<file path="config.mk">
export PLATFORM = sky130hd
export DESIGN_NAME = carbonio_pio_edge_irq
export DESIGN_NICKNAME = d
export VERILOG_FILES = /design/src/rtl/carbonio_pio_edge_irq.sv
export SDC_FILE = /design/constraint.sdc
export NUM_CORES = 1
export LEC_CHECK = 0
export CAP_MARGIN = 5
export CORE_ASPECT_RATIO = 0.6
export CORE_MARGIN = 3
export CORE_UTILIZATION = 35
export DETAILED_ROUTE_END_ITERATION = 8
export HOLD_SLACK_MARGIN = 0.02
export PLACE_DENSITY = 0.71
export SETUP_SLACK_MARGIN = 0.4
export SYNTH_ARGS = -nofsm -noshare
export SYNTH_HDL_FRONTEND = slang
export SYNTH_SLANG_ARGS = --single-unit
export TNS_END_PERCENT = 5
</file>
<file path="constraint.sdc">
create_clock -name clk -period 9.4 [get_ports clk]
set_clock_uncertainty 0.15 [all_clocks]
set_input_delay 1.41 -clock clk [delete_from_list [all_inputs] [get_ports clk]]
set_output_delay 1.41 -clock clk [all_outputs]
set_load 0.005 [all_outputs]
</file>
<file path="src/rtl/carbonio_pio_edge_irq.sv">
// Drains the PIO edge-capture FIFO, accumulates per-bit rise/fall edges into
// sticky W1C status, and drives a coalesced level interrupt plus an event counter.
module carbonio_pio_edge_irq #(
    parameter int WIDTH  = 32,
    parameter int CNT_W  = 5,
    parameter int HOLD_W = 16
) (
    input  logic              clk,
    input  logic              rst,
    input  logic              enable,
    input  logic [CNT_W-1:0]  edge_count_i,
    input  logic [WIDTH-1:0]  edge_data_i,
    output logic              edge_pop_o,
    input  logic [WIDTH-1:0]  rise_en,
    input  logic [WIDTH-1:0]  fall_en,
    input  logic [HOLD_W-1:0] holdoff_len,
    input  logic              clr_we,
    input  logic [WIDTH-1:0]  clr_rise,
    input  logic [WIDTH-1:0]  clr_fall,
    input  logic              cnt_clr,
    output logic [WIDTH-1:0]  rise_status,
    output logic [WIDTH-1:0]  fall_status,
    output logic [WIDTH-1:0]  last_state,
    output logic [15:0]       event_count,
    output logic              irq
);

    typedef enum logic [1:0] {
        S_IDLE,
        S_POP,
        S_SETTLE
    } state_t;

    state_t              r_state;
    state_t              w_state_nxt;
    logic                w_pop;

    logic [WIDTH-1:0]    r_rise;
    logic [WIDTH-1:0]    r_fall;
    logic [WIDTH-1:0]    r_last;
    logic [15:0]         r_event_count;
    logic                r_irq;
    logic                r_pend_q;
    logic [HOLD_W-1:0]   r_hold;

    logic [WIDTH-1:0]    w_diff;
    logic [WIDTH-1:0]    w_set_rise;
    logic [WIDTH-1:0]    w_set_fall;
    logic [WIDTH-1:0]    w_clr_rise;
    logic [WIDTH-1:0]    w_clr_fall;
    logic                w_pending;
    logic [HOLD_W-1:0]   w_hold_nxt;

    always_ff @(posedge clk or posedge rst) begin
        if (rst) begin
            r_state <= S_IDLE;
        end else begin
            r_state <= w_state_nxt;
        end
    end

    always_comb begin
        w_state_nxt = r_state;
        w_pop       = 1'b0;
        case (r_state)
            S_IDLE: begin
                if (enable && (edge_count_i != '0)) begin
                    w_state_nxt = S_POP;
                end
            end
            S_POP: begin
                w_pop       = 1'b1;
                w_state_nxt = S_SETTLE;
            end
            S_SETTLE: begin
                w_state_nxt = S_IDLE;
            end
            default: begin
                w_state_nxt = S_IDLE;
            end
        endcase
    end

    assign w_diff     = edge_data_i ^ r_last;
    assign w_set_rise = w_pop ? (w_diff &  edge_data_i & rise_en) : '0;
    assign w_set_fall = w_pop ? (w_diff & ~edge_data_i & fall_en) : '0;
    assign w_clr_rise = clr_we ? clr_rise : '0;
    assign w_clr_fall = clr_we ? clr_fall : '0;

    // Clear is applied before the OR so a same-cycle set survives.
    always_ff @(posedge clk or posedge rst) begin
        if (rst) begin
            r_rise <= '0;
            r_fall <= '0;
            r_last <= '0;
        end else begin
            r_rise <= (r_rise & ~w_clr_rise) | w_set_rise;
            r_fall <= (r_fall & ~w_clr_fall) | w_set_fall;
            if (w_pop) begin
                r_last <= edge_data_i;
            end
        end
    end

    always_ff @(posedge clk or posedge rst) begin
        if (rst) begin
            r_event_count <= '0;
        end else if (cnt_clr) begin
            r_event_count <= w_pop ? 16'd1 : 16'd0;
        end else if (w_pop && (r_event_count != 16'hFFFF)) begin
            r_event_count <= r_event_count + 16'd1;
        end
    end

    assign w_pending = |(r_rise | r_fall);

    // irq tracks the value being written into the counter, so holdoff_len=N
    // yields irq N+1 cycles after status first goes nonzero.
    always_comb begin
        w_hold_nxt = '0;
        if (!w_pending) begin
            w_hold_nxt = '0;
        end else if (!r_pend_q) begin
            w_hold_nxt = holdoff_len;
        end else if (r_hold != '0) begin
            w_hold_nxt = r_hold - 1'b1;
        end
    end

    always_ff @(posedge clk or posedge rst) begin
        if (rst) begin
            r_hold   <= '0;
            r_pend_q <= 1'b0;
            r_irq    <= 1'b0;
        end else begin
            r_hold   <= w_hold_nxt;
            r_pend_q <= w_pending;
            r_irq    <= w_pending && (w_hold_nxt == '0);
        end
    end

    assign edge_pop_o  = (r_state == S_POP);
    assign rise_status = r_rise;
    assign fall_status = r_fall;
    assign last_state  = r_last;
    assign event_count = r_event_count;
    assign irq         = r_irq;

endmodule

</file>
# Word level (Yosys, flattened, before mapping)
# Cells that the tools add are included.
# classes
bitwise_logic	13
addsub	2
n_eq_ne	3
reduce_logical	9
n_mux	13
# ops
op	n
bitwise AND 32 bit	6
two-way mux 32 bit	4
NOT 32 bit	3
bitwise OR 32 bit	3
two-way mux 16 bit	5
OR reduction 32 bit	1
XOR 32 bit	1
adder 16 x 1 -> 16 bit (second input constant)	1
logical NOT 16 bit	1
!= test 16 bit (second input constant)	1
nonzero test 16 bit	1
subtractor 16 x 1 -> 16 bit (second input constant)	1
nonzero test 5 bit	1
one-hot mux 2 bit (2 select lines)	1
logical AND 1 bit	3
equality test 2 x 1 -> 1 bit (second input constant)	1
logical NOT 2 bit	1
two-way mux 1 bit	2
two-way mux 2 bit	1
!= test 2 bit (second input constant)	1
nonzero test 2 bit	1
# totals
reg_bits	132
input_bits	186

# Logic depth before layout (Yosys ltp)
# depth
word_depth	6
mapped_depth	9

# Worst setup path after synthesis
# OpenSTA, ideal clock, no wires.
# synth_path
kind	flip-flop to output port
from	register r_state[1]
to	output edge_pop_o
t_arrival_ps	1275
path_slack_ps	6565
stages_incl_launch_ff	6
n_path_buf	3
path_cell_list	dfrtp_1 > nand2b_1 > clkbuf_1 > clkinv_1 > clkbuf_1 > buf_1
# synth_between
elab_chain_cells	1
# synth_lines
item	line_no	source
from (decl)	34	state_t r_state;
from (signal assigned)	58	r_state <= w_state_nxt;
equality test 2 x 1 -> 1 bit	142	assign edge_pop_o = (r_state == S_POP);
to (decl)	13	output logic edge_pop_o,
# Every way passes these cells.

# Final worst setup path
# Same ends and word-level chain as after synthesis.

==> run summary <==
final setup margin -> 6.29 ns
Synth Area in Adders -> 0.00403
Seq. cell area -> 3300 um2
Hold Path Origin -> r_state[1]
Synth area leaders -> dfrtp_1, nand2_1, o31ai_1
setup TNS -> 0 ns
dominant synthesized flop cell -> dfrtp_1
clk_lat worst skew -> 0.41 ns
Layout area overhead -> 60.7%
post-layout util -> 0.577
count leader, synth -> nand2_1
Worst R2R Start -> rise_status[23]
Vias -> 6326
antenna cells -> 0
Tmin final -> 3.11 ns
hold endpoint -> r_state[0]
sequential-to-total area share from yosys stat -> 0.532
drt first pass iters -> 5
final hold slack -> 0.280 ns
Max stage delay on crit path -> 0.54 ns
Pleak -> 4.19 nW
Final ANT Viol Nets -> 0
FF-to-FF path depth -> 6
Port Buffers -> 299
row cnt -> 37
critical path launch point type -> flop
Setup violations, final -> 0
synth unique cells -> 47
vias per inst -> 5.02
DRT iter0 DRCs -> 533
htree depth -> 4
Slew HR -> 0.318
Tot GR Track Use -> 0.234
unrepaired setup endpoints after global routing -> false
achievable frequency -> 0.321 GHz
CP Cell Sequence -> nand2b_2, inv_2, clkdlybuf4s50_1
status -> complete, no violations
worst-path maximum fanout -> 2
share of layout cells above drive strength 1 -> 0.0477
vias in the first global route -> 6197
VDD IR-drop max -> 0.133 mV
post-synthesis compound-gate area fraction -> 0.111
Ports -> 300
area of the multi-input gates -> 2750 um2
largest family of logic cells by synthesized area -> simple AND/OR/NAND/NOR gates
post-synthesis cell count -> 721
Die Area -> 19400 um2
Initial Util -> 0.359
max-cap violations -> 0
CTS tree -> yes
Hold Path Depth -> 1
required time of the critical path -> 7.84 ns
DR WL/cell -> 17.9 um
Final Max Tran Viols -> 0
largest net degree at the start of global routing -> 80
grt ovf -> 0
Yosys reg bits -> 132
synthesis warning total -> 0
power density over the cells -> 210 nW/um2
clk sinks -> 132
most frequent cells after synthesis -> nand2_1, dfrtp_1, o21ai_0
Post-Synth Simple-Gate Area -> 0.304
FF-to-FF End -> irq
Routability Congestion -> 0.866
CTS Buf Count -> 17
drt total wl -> 22500 um
number of flops mapped to enable cells by yosys -> 0
first-pass GRT wire length -> 34900 um
leading area contributor after synthesis -> dfrtp_1
Async SR Flop Fraction -> 1.00
DIE WIDTH -> 178 um
Post-CTS Repair Setup Buffers -> 0
initial antenna violation count -> 0
cts hold-fix bufs -> 0
crit path kind -> flop to output pin
syn_area_per_cell -> 8.61 um2
Critical Path AT -> 1.55 ns
filler instances -> 1529
drt drc -> 0
top-area cell type share of the netlist area -> 0.532
worst slack, placed -> 5.91 ns
CP endpoint kind -> output pin
root buffer cell -> clkbuf_16
syn nets -> 909
Final Hold Vio Count -> 0
mux cell area share after synthesis -> 0.00665
Crit-path slowest cell -> clkdlybuf4s50_1
Hold WC Path Type -> flop to flop
Post-Synth XOR/XNOR Area -> 0.0169
post-synthesis instance area -> 6210 um2
Tcrit/Tclk final -> 0.331
# resized after CTS -> 0
CTS max path bufs -> 2
Clock transition at path regs -> 0.06 ns
dpl hpwl -> 16800 um
R2R Setup Slk -> 6.43 ns
Least-Margin Pin Slew -> 1.02 ns
core area -> 17300 um2
Die Ht -> 109 um
final net count -> 1202
registers in the layout, summed over array words and instances (netlist names):
name / flops
r_pend_q: 1
irq: 1
last_state: 32
r_state: 2
r_hold: 16
rise_status: 32
event_count: 16
fall_status: 32
report_power, final:
part / internal, mW / switching, mW
Combinational: 0.353 / 0.277
Sequential: 0.694 / 0.144
Clock: 0.367 / 0.260
Total: 1.41 / 0.681
area by class of cell:
| cell class | instances | area share |
|---|---|---|
| clock inverters | 13 | 0.0124 |
| inverters | 11 | 0.00464 |
| clock buffers | 19 | 0.0434 |
| repair buffers | 303 | 0.303 |
| flip-flops and latches | 132 | 0.331 |
| well taps | 234 | 0.0294 |
| multi-input cells | 549 | 0.276 |
how the worst max path moves through the flow:
stage                from        endpoint  slack [ns]  cells past startpoint
2_1_floorplan         rst  event_count[0]        4.31                      1
3_3_place_gp          rst  last_state[24]        5.91                      3
3_5_place_dp          rst  last_state[24]        5.91                      3
4_1_cts        r_state[1]      edge_pop_o        6.27                      3
5_1_grt               rst  fall_status[3]        6.17                      3
6_report       r_state[1]      edge_pop_o        6.29                      3
cells by family (layout without fill, tap and decap cells):
family	count (synthesis)	after routing
simple gates	422	422
compound gates	109	109
fa+ha+maj	2	2
buf+inv	40	346
xor+xnor	12	12
mux	4	4
flops	132	132
layout by cell type (no fill, tap or decap), types with 2 or more instances in the layout:
| cell type | instances |
|---|---|
| nand3_1 | 40 |
| mux2i_1 | 3 |
| xnor2_1 | 9 |
| o21ai_0 | 42 |
| clkbuf_1 | 2 |
| and3_1 | 5 |
| nand2_1 | 268 |
| clkbuf_16 | 17 |
| or3_1 | 14 |
| nor2b_1 | 3 |
| a31oi_1 | 3 |
| or4_1 | 3 |
| nor3_4 | 2 |
| a21oi_1 | 16 |
| clkinvlp_4 | 3 |
| and3b_1 | 2 |
| clkinv_4 | 3 |
| nand4_1 | 9 |
| nor3_1 | 9 |
| clkdlybuf4s50_1 | 298 |
| nand2b_1 | 3 |
| a2bb2oi_1 | 2 |
| ha_1 | 2 |
| o31ai_1 | 36 |
| or4_4 | 2 |
| xor2_1 | 3 |
| inv_1 | 9 |
| a211oi_1 | 2 |
| nor2_1 | 32 |
| buf_4 | 4 |
| clkinv_2 | 2 |
| dfrtp_1 | 132 |
| nor4_1 | 21 |
| inv_6 | 5 |
critical path: cells and delay by family, from the launching register on:
family	cells	cell delay, ns
buffers and inverters	2	0.60
flip-flops	1	0.37
AND/OR/NAND/NOR	1	0.19
layer usage:
layer | wire length, um | part of all wire | up-vias | global-route usage
met3 | 2060 | 0.091 | 13 | 0.0699
met5 | 0 | 0 | - | 0
met4 | 225 | 0.010 | 0 | 0.0487
met2 | 10200 | 0.46 | 245 | 0.369
li1 | - | - | 3081 | -
met1 | 9990 | 0.44 | 2987 | 0.321
stage by stage:
stage | area (um2) | total power [mW] | instances
finish | 9970 | 2.10 | 1261
global route | 9970 | 2.22 | 1261
CTS | 9970 | 2.11 | 1261
detailed placement | 9410 | 1.47 | 1229
global placement | 9410 | 1.47 | 1229
floorplan | 6210 | 1.09 | 721
Note: power is estimated with default switching activity, not from simulation.
